===== src/rtl/branch_predictor_btb.sv =====
// Direct-mapped tagged BTB with 2-bit counters predicting branch/JAL targets in IF, trained at EX/MEM.
// Optional return address stack for JALR returns is enabled by defining BP_RAS_EN.
module branch_predictor_btb #(
    parameter int ADDRESS_BITS = 20,
    parameter int INST_WIDTH   = 32,
    parameter int INDEX_BITS   = 6,
    parameter int RAS_DEPTH    = 4
) (
    input  logic                    clock,
    input  logic                    reset,
    input  logic [ADDRESS_BITS-1:0] if_inst_PC,
    input  logic [INST_WIDTH-1:0]   if_instruction,
    output logic                    predict_taken,
    output logic [ADDRESS_BITS-1:0] predicted_address,
    input  logic                    exmem_valid,
    input  logic [ADDRESS_BITS-1:0] exmem_inst_PC,
    input  logic [1:0]              exmem_next_PC_sel,
    input  logic                    exmem_ALU_branch,
    input  logic [ADDRESS_BITS-1:0] exmem_target,
    input  logic                    exmem_link,
    input  logic                    exmem_return
);
    localparam int ENTRIES      = 1 << INDEX_BITS;
    localparam int TAG_BITS     = ADDRESS_BITS - INDEX_BITS - 2;
    localparam int RAS_PTR_BITS = (RAS_DEPTH > 1) ? $clog2(RAS_DEPTH) : 1;

    localparam logic [6:0] OP_BRANCH = 7'b1100011;
    localparam logic [6:0] OP_JAL    = 7'b1101111;
    localparam logic [6:0] OP_JALR   = 7'b1100111;

    logic [ENTRIES-1:0]      r_valid;
    logic [ENTRIES-1:0]      r_is_jal;
    logic [TAG_BITS-1:0]     r_tag    [ENTRIES];
    logic [ADDRESS_BITS-1:0] r_target [ENTRIES];
    logic [1:0]              r_ctr    [ENTRIES];

    // ---------------- IF lookup ----------------
    logic [INDEX_BITS-1:0]   w_if_index;
    logic [TAG_BITS-1:0]     w_if_tag;
    logic [6:0]              w_if_opcode;
    logic [ADDRESS_BITS-1:0] w_if_seq_pc;
    logic                    w_if_tag_hit;
    logic                    w_if_br_hit;
    logic                    w_if_jal_hit;
    logic                    w_btb_taken;
    logic                    w_ras_taken;
    logic [ADDRESS_BITS-1:0] w_ras_top;

    assign w_if_index   = if_inst_PC[INDEX_BITS+1:2];
    assign w_if_tag     = if_inst_PC[ADDRESS_BITS-1:INDEX_BITS+2];
    assign w_if_opcode  = if_instruction[6:0];
    assign w_if_seq_pc  = if_inst_PC + ADDRESS_BITS'(4);
    assign w_if_tag_hit = r_valid[w_if_index] && (r_tag[w_if_index] == w_if_tag);
    assign w_if_br_hit  = w_if_tag_hit && !r_is_jal[w_if_index] && (w_if_opcode == OP_BRANCH);
    assign w_if_jal_hit = w_if_tag_hit &&  r_is_jal[w_if_index] && (w_if_opcode == OP_JAL);
    assign w_btb_taken  = w_if_jal_hit || (w_if_br_hit && r_ctr[w_if_index][1]);

    // RAS and BTB predictions are disjoint by opcode, so priority order is immaterial.
    always_comb begin
        predict_taken     = w_btb_taken || w_ras_taken;
        predicted_address = w_if_seq_pc;
        if (w_ras_taken)
            predicted_address = w_ras_top;
        else if (w_btb_taken)
            predicted_address = r_target[w_if_index];
    end

    // ---------------- EX/MEM training ----------------
    logic [INDEX_BITS-1:0]   w_ex_index;
    logic [TAG_BITS-1:0]     w_ex_tag;
    logic                    w_ex_tag_hit;
    logic                    w_wr_en;
    logic [ADDRESS_BITS-1:0] w_wr_target;
    logic [1:0]              w_wr_ctr;
    logic                    w_wr_is_jal;

    assign w_ex_index   = exmem_inst_PC[INDEX_BITS+1:2];
    assign w_ex_tag     = exmem_inst_PC[ADDRESS_BITS-1:INDEX_BITS+2];
    assign w_ex_tag_hit = r_valid[w_ex_index] && (r_tag[w_ex_index] == w_ex_tag);

    always_comb begin
        w_wr_en     = 1'b0;
        w_wr_target = r_target[w_ex_index];
        w_wr_ctr    = r_ctr[w_ex_index];
        w_wr_is_jal = 1'b0;
        if (exmem_valid) begin
            case (exmem_next_PC_sel)
                2'b01: begin
                    if (w_ex_tag_hit) begin
                        w_wr_en = 1'b1;
                        if (exmem_ALU_branch) begin
                            w_wr_target = exmem_target;
                            w_wr_ctr    = (r_ctr[w_ex_index] == 2'b11) ? 2'b11 : r_ctr[w_ex_index] + 2'd1;
                        end else begin
                            w_wr_ctr    = (r_ctr[w_ex_index] == 2'b00) ? 2'b00 : r_ctr[w_ex_index] - 2'd1;
                        end
                    end else if (exmem_ALU_branch) begin
                        w_wr_en     = 1'b1;
                        w_wr_target = exmem_target;
                        w_wr_ctr    = 2'b10;
                    end
                end
                2'b10: begin
                    w_wr_en     = 1'b1;
                    w_wr_target = exmem_target;
                    w_wr_ctr    = 2'b11;
                    w_wr_is_jal = 1'b1;
                end
                default: ;
            endcase
        end
    end

    always_ff @(posedge clock) begin
        if (reset)
            r_valid <= '0;
        else if (w_wr_en)
            r_valid[w_ex_index] <= 1'b1;
    end

    // Entry payload needs no reset: it is only observed behind a set valid bit.
    always_ff @(posedge clock) begin
        if (!reset && w_wr_en) begin
            r_tag[w_ex_index]    <= w_ex_tag;
            r_target[w_ex_index] <= w_wr_target;
            r_ctr[w_ex_index]    <= w_wr_ctr;
            r_is_jal[w_ex_index] <= w_wr_is_jal;
        end
    end

`ifdef BP_RAS_EN
    localparam logic [RAS_PTR_BITS:0] RAS_FULL = (RAS_PTR_BITS+1)'(RAS_DEPTH);

    logic [ADDRESS_BITS-1:0] r_ras [RAS_DEPTH];
    logic [RAS_PTR_BITS-1:0] r_ras_ptr;    // next free slot; top is one below
    logic [RAS_PTR_BITS:0]   r_ras_count;
    logic [RAS_PTR_BITS-1:0] w_ras_top_ptr;
    logic [ADDRESS_BITS-1:0] w_ex_link_pc;
    logic                    w_push;
    logic                    w_pop;
    logic                    w_if_is_return;
    logic                    w_unused_inst;

    assign w_ras_top_ptr  = r_ras_ptr - RAS_PTR_BITS'(1);
    assign w_ras_top      = r_ras[w_ras_top_ptr];
    assign w_ex_link_pc   = exmem_inst_PC + ADDRESS_BITS'(4);
    assign w_push         = exmem_valid && exmem_link;
    assign w_pop          = exmem_valid && exmem_return;
    assign w_if_is_return = (w_if_opcode == OP_JALR) && (if_instruction[11:7] == 5'd0) &&
                            ((if_instruction[19:15] == 5'd1) || (if_instruction[19:15] == 5'd5));
    assign w_ras_taken    = w_if_is_return && (r_ras_count != '0);
    assign w_unused_inst  = &{1'b0, if_instruction};

    always_ff @(posedge clock) begin
        if (reset) begin
            r_ras_ptr   <= '0;
            r_ras_count <= '0;
        end else if (w_push && w_pop) begin
            r_ras[w_ras_top_ptr] <= w_ex_link_pc;
        end else if (w_push) begin
            // Wrapping pointer overwrites the oldest entry once the stack is full.
            r_ras[r_ras_ptr] <= w_ex_link_pc;
            r_ras_ptr        <= r_ras_ptr + RAS_PTR_BITS'(1);
            if (r_ras_count != RAS_FULL)
                r_ras_count <= r_ras_count + (RAS_PTR_BITS+1)'(1);
        end else if (w_pop && (r_ras_count != '0)) begin
            r_ras_ptr   <= w_ras_top_ptr;
            r_ras_count <= r_ras_count - (RAS_PTR_BITS+1)'(1);
        end
    end
`else
    logic [RAS_PTR_BITS-1:0] w_unused_ras_ptr;
    logic                    w_unused_ras;

    assign w_ras_taken      = 1'b0;
    assign w_ras_top        = '0;
    assign w_unused_ras_ptr = '0;
    assign w_unused_ras     = &{1'b0, exmem_link, exmem_return, if_instruction, w_unused_ras_ptr};
`endif

endmodule


===== config.mk =====
export PLATFORM = sky130hd
export DESIGN_NAME = branch_predictor_btb
export DESIGN_NICKNAME = d
export VERILOG_FILES = /design/src/rtl/branch_predictor_btb.sv
export SDC_FILE = /design/constraint.sdc
export NUM_CORES = 2
export LEC_CHECK = 0
export CAP_MARGIN = 40
export CORE_MARGIN = 2
export CORE_UTILIZATION = 45
export CTS_CLUSTER_DIAMETER = 30
export DETAILED_ROUTE_END_ITERATION = 8
export HOLD_SLACK_MARGIN = 0.02
export SLEW_MARGIN = 20
export SYNTH_ARGS = -nofsm -noshare
export SYNTH_HDL_FRONTEND = slang
export SYNTH_SLANG_ARGS = --single-unit

===== constraint.sdc =====
create_clock -name clock -period 9 [get_ports clock]
set_clock_uncertainty 0.2 [all_clocks]
set_input_delay 0.9 -clock clock [delete_from_list [all_inputs] [get_ports clock]]
set_output_delay 0.9 -clock clock [all_outputs]
set_load 0.005 [all_outputs]

==> results.py <==
metrics = {
    "outcome": {
        "outcome": "completed",
    },
    "synth": {
        "post_synth_inst_count": 4646,
        "yosys_cell_types": 71,
        "syn_avg_cell_area_sq_um": 20.8,
        "asyncSetResetFlopFracSynth": 0,
        "mappedNetlistNets": 4749,
        "yosys_warnings": 0,
        "count_of_flip_flops_with_a_built_in_enable_after_synthesis": 2240,
        "yosys_most_used_dff": "sky130_fd_sc_hd__edfxtp_1",
        "synth.yosys.seq_area_share": 0.711,
        "ys_seq_elements": 2304,
        "post_synth_instance_area_sq_um": 96400,
    },
    "pwr": {
        "power.density_nw_per_um2": 256,
        "fin_total_pwr_uw": 30400,
        "p_leak_uw": 0.0382,
        "vdd.ir_drop.worst_uv": 228,
    },
    "place": {
        "finalWeightedCongestion": 0.973,
        "place.detailed.instances": 7573,
        "detailed_place.area_sq_um": 103000,
        "dp_hpwl_um": 187000,
        "port_buffers": 91,
    },
    "worst_setup_path": {
        "crit-reg2reg-capture": "r_ctr[16][0]",
        "critical_path.top_delay_family": "buffers and inverters",
        "timing.critical_path.cells": "buf_8 -> buf_4 -> buf_4 -> mux4_2 -> mux4_2 -> mux2i_1 -> nand2_1 -> a41oi_1 -> nor3_1 -> nand3_1 -> buf_6 -> buf_4 -> mux2_2 -> clkdlybuf4s50_1",
        "worst_setup_ep_type": "output port",
        "crit_required_ns": 7.90,
        "worstRegToRegCells": 11,
        "cp_max_delay_cell": "sky130_fd_sc_hd__mux4_2",
        "cp-start-kind": "input pin",
        "worst_r2r_startpoint": "r_tag[7][3]",
        "crit_type": "in -> out",
        "worst_path_largest_cell_delay_ns": 0.56,
        "timing.critical_path.arrival_ns": 6.17,
        "cpMostUsedCell": "sky130_fd_sc_hd__buf_4",
        "timing.critical_path.buf_inv": 6,
        "timing.reg2reg.setup_slack_ns": 3.13,
        "timing.critical_path.fanout_max": 36,
    },
    "clock_network": {
        "cts_max_level": 5,
        "cts_post_setup_buffers_inserted": 0,
        "cts.root.buffer_cell": "sky130_fd_sc_hd__clkbuf_16",
        "hold_buffers": 0,
        "cts_max_path_buffers": 4,
        "cts_sinks": 2304,
        "quantity_of_gates_resized_following_cts": 0,
        "tritoncts_clock_tree": "done",
        "tritoncts.num_buffers": 456,
        "clock_latency_ns": 0.96,
        "clkTransAtPathRegs_ns": 0.05,
    },
    "grt": {
        "grt_remaining_overflow": 0,
        "gr-usage-met1": 0.365,
        "antenna_found_initial": 19,
        "globalRouteMet2Util": 0.432,
        "wire_length_of_the_first_global_routing_pass_um": 426000,
        "grt_usage": 0.280,
        "grt.met3_usage": 0.0765,
        "largest_net_degree_at_the_start_of_global_routing": 112,
        "grt_pass1_vias": 54800,
        "grt.busiest_layer": "met2",
    },
    "drt": {
        "avgRoutedWirePerCell_um": 36.6,
        "vias_per_cell": 6.47,
        "vias": 54400,
        "drt_wl_total_um": 307000,
        "final_antenna_net_count": 0,
        "drt-initial-drc-count": 7470,
        "dr_pass1_iterations": 7,
        "drc_errors": 0,
    },
    "floorplan": {
        "design.core.area_sq_um": 213000,
        "ios": 121,
        "fp.dieH_um": 467,
        "fp-row-count": 169,
        "start_util": 0.454,
        "die_area_sq_um": 218000,
        "floorplan.die.width_um": 467,
    },
    "timing": {
        "rsz0062_at_grt": "no",
        "max_freq_mhz": 137,
        "relSlewSlack": 0.249,
        "timing_worst_slew_pin_value_ns": 1.13,
        "timing.final.max_slew_violations": 0,
        "final-hold-violation-count": 0,
        "final-setup-viol-count": 0,
        "final.min_clock_period_ns": 7.27,
        "post-route-period-util": 0.808,
        "totalNegativeSetupSlack_ns": 0,
    },
    "final_layout": {
        "nets": 5320,
        "finish.cell_count_without_fillers": 8407,
        "finalInstanceArea_sq_um": 119000,
        "drive_above_1_share": 0.384,
        "syn2layout_area_growth_pct": 23.0,
    },
    "hold_path": {
        "worst_hold_path.num_cells": 1,
        "timing.hold.worst.start": "exmem_target[8]",
        "hold_end": "r_target[33][8]",
        "min_path_type": "in -> reg",
    },
    "job": {
        "max-cap-violations": 0,
    },
}
[where the power goes]
group	switching, uW	internal [uW]	total [uW]
combinational	1040	600	1640
clock	5470	11400	16900
sequential	2.89	11800	11800
total	6510	23900	30400
[area by class of cell]
type / count / area (sq um)
Multi-Input combinational cell: 1927 / 26700
Inverter: 81 / 305
Clock inverter: 302 / 3660
Fill cell: 15800 / 93900
Tap cell: 2821 / 3530
Timing Repair Buffer: 447 / 4020
Clock buffer: 516 / 11800
Antenna cell: 9 / 22.5
Sequential cell: 2304 / 68500
[worst register-to-register path: cells and delay by family, from the launching register on]
| kind | cells | cell delay, ns |
|---|---|---|
| AOI/OAI and AO/OA | 4 | 1.77 |
| buffers and inverters | 2 | 0.70 |
| DFF | 1 | 0.37 |
| muxes | 1 | 0.49 |
| and+or+nand+nor | 4 | 2.05 |
[registers in the layout, indices dropped and copies added (netlist names)]
signal,cells
r_ctr,128
r_valid,64
r_tag,768
r_target,1280
r_is_jal,64
[cells in the final DEF, fill, tap and decap left out, types with 26 or more instances in the layout]
cell type / synthesis / routed
sky130_fd_sc_hd__mux2i_1: 153 / 153
sky130_fd_sc_hd__inv_1: 77 / 75
sky130_fd_sc_hd__clkinvlp_4: 0 / 52
sky130_fd_sc_hd__clkinv_1: 3 / 59
sky130_fd_sc_hd__o22ai_1: 72 / 72
sky130_fd_sc_hd__clkbuf_1: 174 / 49
sky130_fd_sc_hd__buf_4: 17 / 303
sky130_fd_sc_hd__o21ai_0: 45 / 45
sky130_fd_sc_hd__mux2_2: 75 / 75
sky130_fd_sc_hd__nor2_2: 0 / 98
sky130_fd_sc_hd__nor2_1: 138 / 38
sky130_fd_sc_hd__buf_2: 74 / 37
sky130_fd_sc_hd__nand3_1: 37 / 37
sky130_fd_sc_hd__nand2_1: 58 / 58
sky130_fd_sc_hd__bufinv_16: 0 / 74
sky130_fd_sc_hd__edfxtp_1: 2240 / 2240
sky130_fd_sc_hd__xnor2_1: 26 / 26
sky130_fd_sc_hd__dfxtp_1: 64 / 64
sky130_fd_sc_hd__clkbuf_16: 0 / 461
sky130_fd_sc_hd__a21oi_1: 50 / 50
sky130_fd_sc_hd__a221o_1: 31 / 31
sky130_fd_sc_hd__a221oi_1: 69 / 68
sky130_fd_sc_hd__clkinv_2: 0 / 66
sky130_fd_sc_hd__mux4_2: 793 / 793
sky130_fd_sc_hd__clkinv_4: 0 / 31
sky130_fd_sc_hd__buf_12: 0 / 29
sky130_fd_sc_hd__nor3_2: 0 / 30
sky130_fd_sc_hd__a22oi_1: 58 / 58
sky130_fd_sc_hd__clkdlybuf4s50_1: 0 / 50
[Yosys cell counts (5+ instances only)]
cell type | count | area share
sky130_fd_sc_hd__edfxtp_1 | 2240 | 0.70
sky130_fd_sc_hd__mux4_2 | 793 | 0.19
sky130_fd_sc_hd__clkbuf_1 | 174 | 0.0068
sky130_fd_sc_hd__mux2i_1 | 153 | 0.016
sky130_fd_sc_hd__nor2_1 | 138 | 0.0054
sky130_fd_sc_hd__inv_1 | 77 | 0.0030
sky130_fd_sc_hd__mux2_2 | 75 | 0.0088
sky130_fd_sc_hd__buf_2 | 74 | 0.0038
sky130_fd_sc_hd__o22ai_1 | 72 | 0.0047
sky130_fd_sc_hd__a221oi_1 | 69 | 0.0063
sky130_fd_sc_hd__buf_1 | 65 | 0.0025
sky130_fd_sc_hd__dfxtp_1 | 64 | 0.013
sky130_fd_sc_hd__a22oi_1 | 58 | 0.0045
sky130_fd_sc_hd__nand2_1 | 58 | 0.0023
sky130_fd_sc_hd__a21oi_1 | 50 | 0.0026
sky130_fd_sc_hd__o21ai_0 | 45 | 0.0023
sky130_fd_sc_hd__nor3_1 | 43 | 0.0022
sky130_fd_sc_hd__nand3_1 | 37 | 0.0019
sky130_fd_sc_hd__a221o_1 | 31 | 0.0032
sky130_fd_sc_hd__xnor2_1 | 26 | 0.0024
sky130_fd_sc_hd__a22o_1 | 25 | 0.0023
sky130_fd_sc_hd__o32ai_1 | 25 | 0.0023
sky130_fd_sc_hd__o221ai_1 | 20 | 0.0018
sky130_fd_sc_hd__buf_4 | 17 | 0.0013
sky130_fd_sc_hd__a31oi_1 | 16 | 0.0010
sky130_fd_sc_hd__o22a_1 | 13 | 0.0012
sky130_fd_sc_hd__o2bb2ai_1 | 12 | 0.0011
sky130_fd_sc_hd__xor2_1 | 12 | 0.0011
sky130_fd_sc_hd__a32oi_1 | 11 | 0.0010
sky130_fd_sc_hd__nand4_1 | 11 | 0.00071
sky130_fd_sc_hd__a211oi_1 | 9 | 0.00070
sky130_fd_sc_hd__nor2b_1 | 9 | 0.00058
sky130_fd_sc_hd__nor4_1 | 9 | 0.00058
sky130_fd_sc_hd__nand3b_1 | 8 | 0.00062
sky130_fd_sc_hd__o211ai_1 | 8 | 0.00062
sky130_fd_sc_hd__nand2b_1 | 7 | 0.00045
sky130_fd_sc_hd__or3b_2 | 7 | 0.00064
sky130_fd_sc_hd__a222oi_1 | 6 | 0.00062
sky130_fd_sc_hd__or4_1 | 6 | 0.00047
sky130_fd_sc_hd__and2_1 | 5 | 0.00032
sky130_fd_sc_hd__nor3b_1 | 5 | 0.00039
[logic make-up (layout without fill, tap and decap cells)]
group                      after synthesis  in the layout  share of synthesized area
other                                    0              9                          0
DFF                                   2304           2304                      0.711
AOI/OAI and AO/OA                      495            495                     0.0385
xor gates and xnor gates                38             38                    0.00345
and+or+nand+nor                        369            369                     0.0188
adders and majority gates                4              4                   0.000493
muxes                                 1021           1021                      0.210
buffers and inverters                  415           1346                     0.0180
[per-stage QoR]
| stage | hold slack [ns] | setup WS (ns) | utilization |
|---|---|---|---|
| 6_report | 0.203 | 1.73 | 0.558 |
| 5_1_grt | 0.194 | 1.62 | 0.558 |
| 3_5_place_dp | 0.266 | 1.74 | 0.485 |
| 2_1_floorplan | 0.242 | 1.19 | - |
| 4_1_cts | 0.155 | 1.74 | 0.557 |
| 3_3_place_gp | 0.258 | 1.40 | 0.481 |
[per-layer routing]
layer	part of all wire	up-vias
met5	0.00034	-
met1	0.37	28800
met3	0.11	810
met4	0.057	16
li1	-	21300
met2	0.47	3459
[worst max-delay path by stage]
stage,endpoint,cells after the start,from
detailed placement,predicted_address[8],9,if_inst_PC[2]
CTS,predicted_address[8],9,if_inst_PC[2]
floorplan,r_ctr[0][0],15,exmem_inst_PC[4]
finish,predicted_address[6],14,if_inst_PC[2]
global route,predicted_address[6],14,if_inst_PC[2]
global placement,predicted_address[5],14,if_inst_PC[2]
No activity file was read; power rests on OpenSTA's default activity.
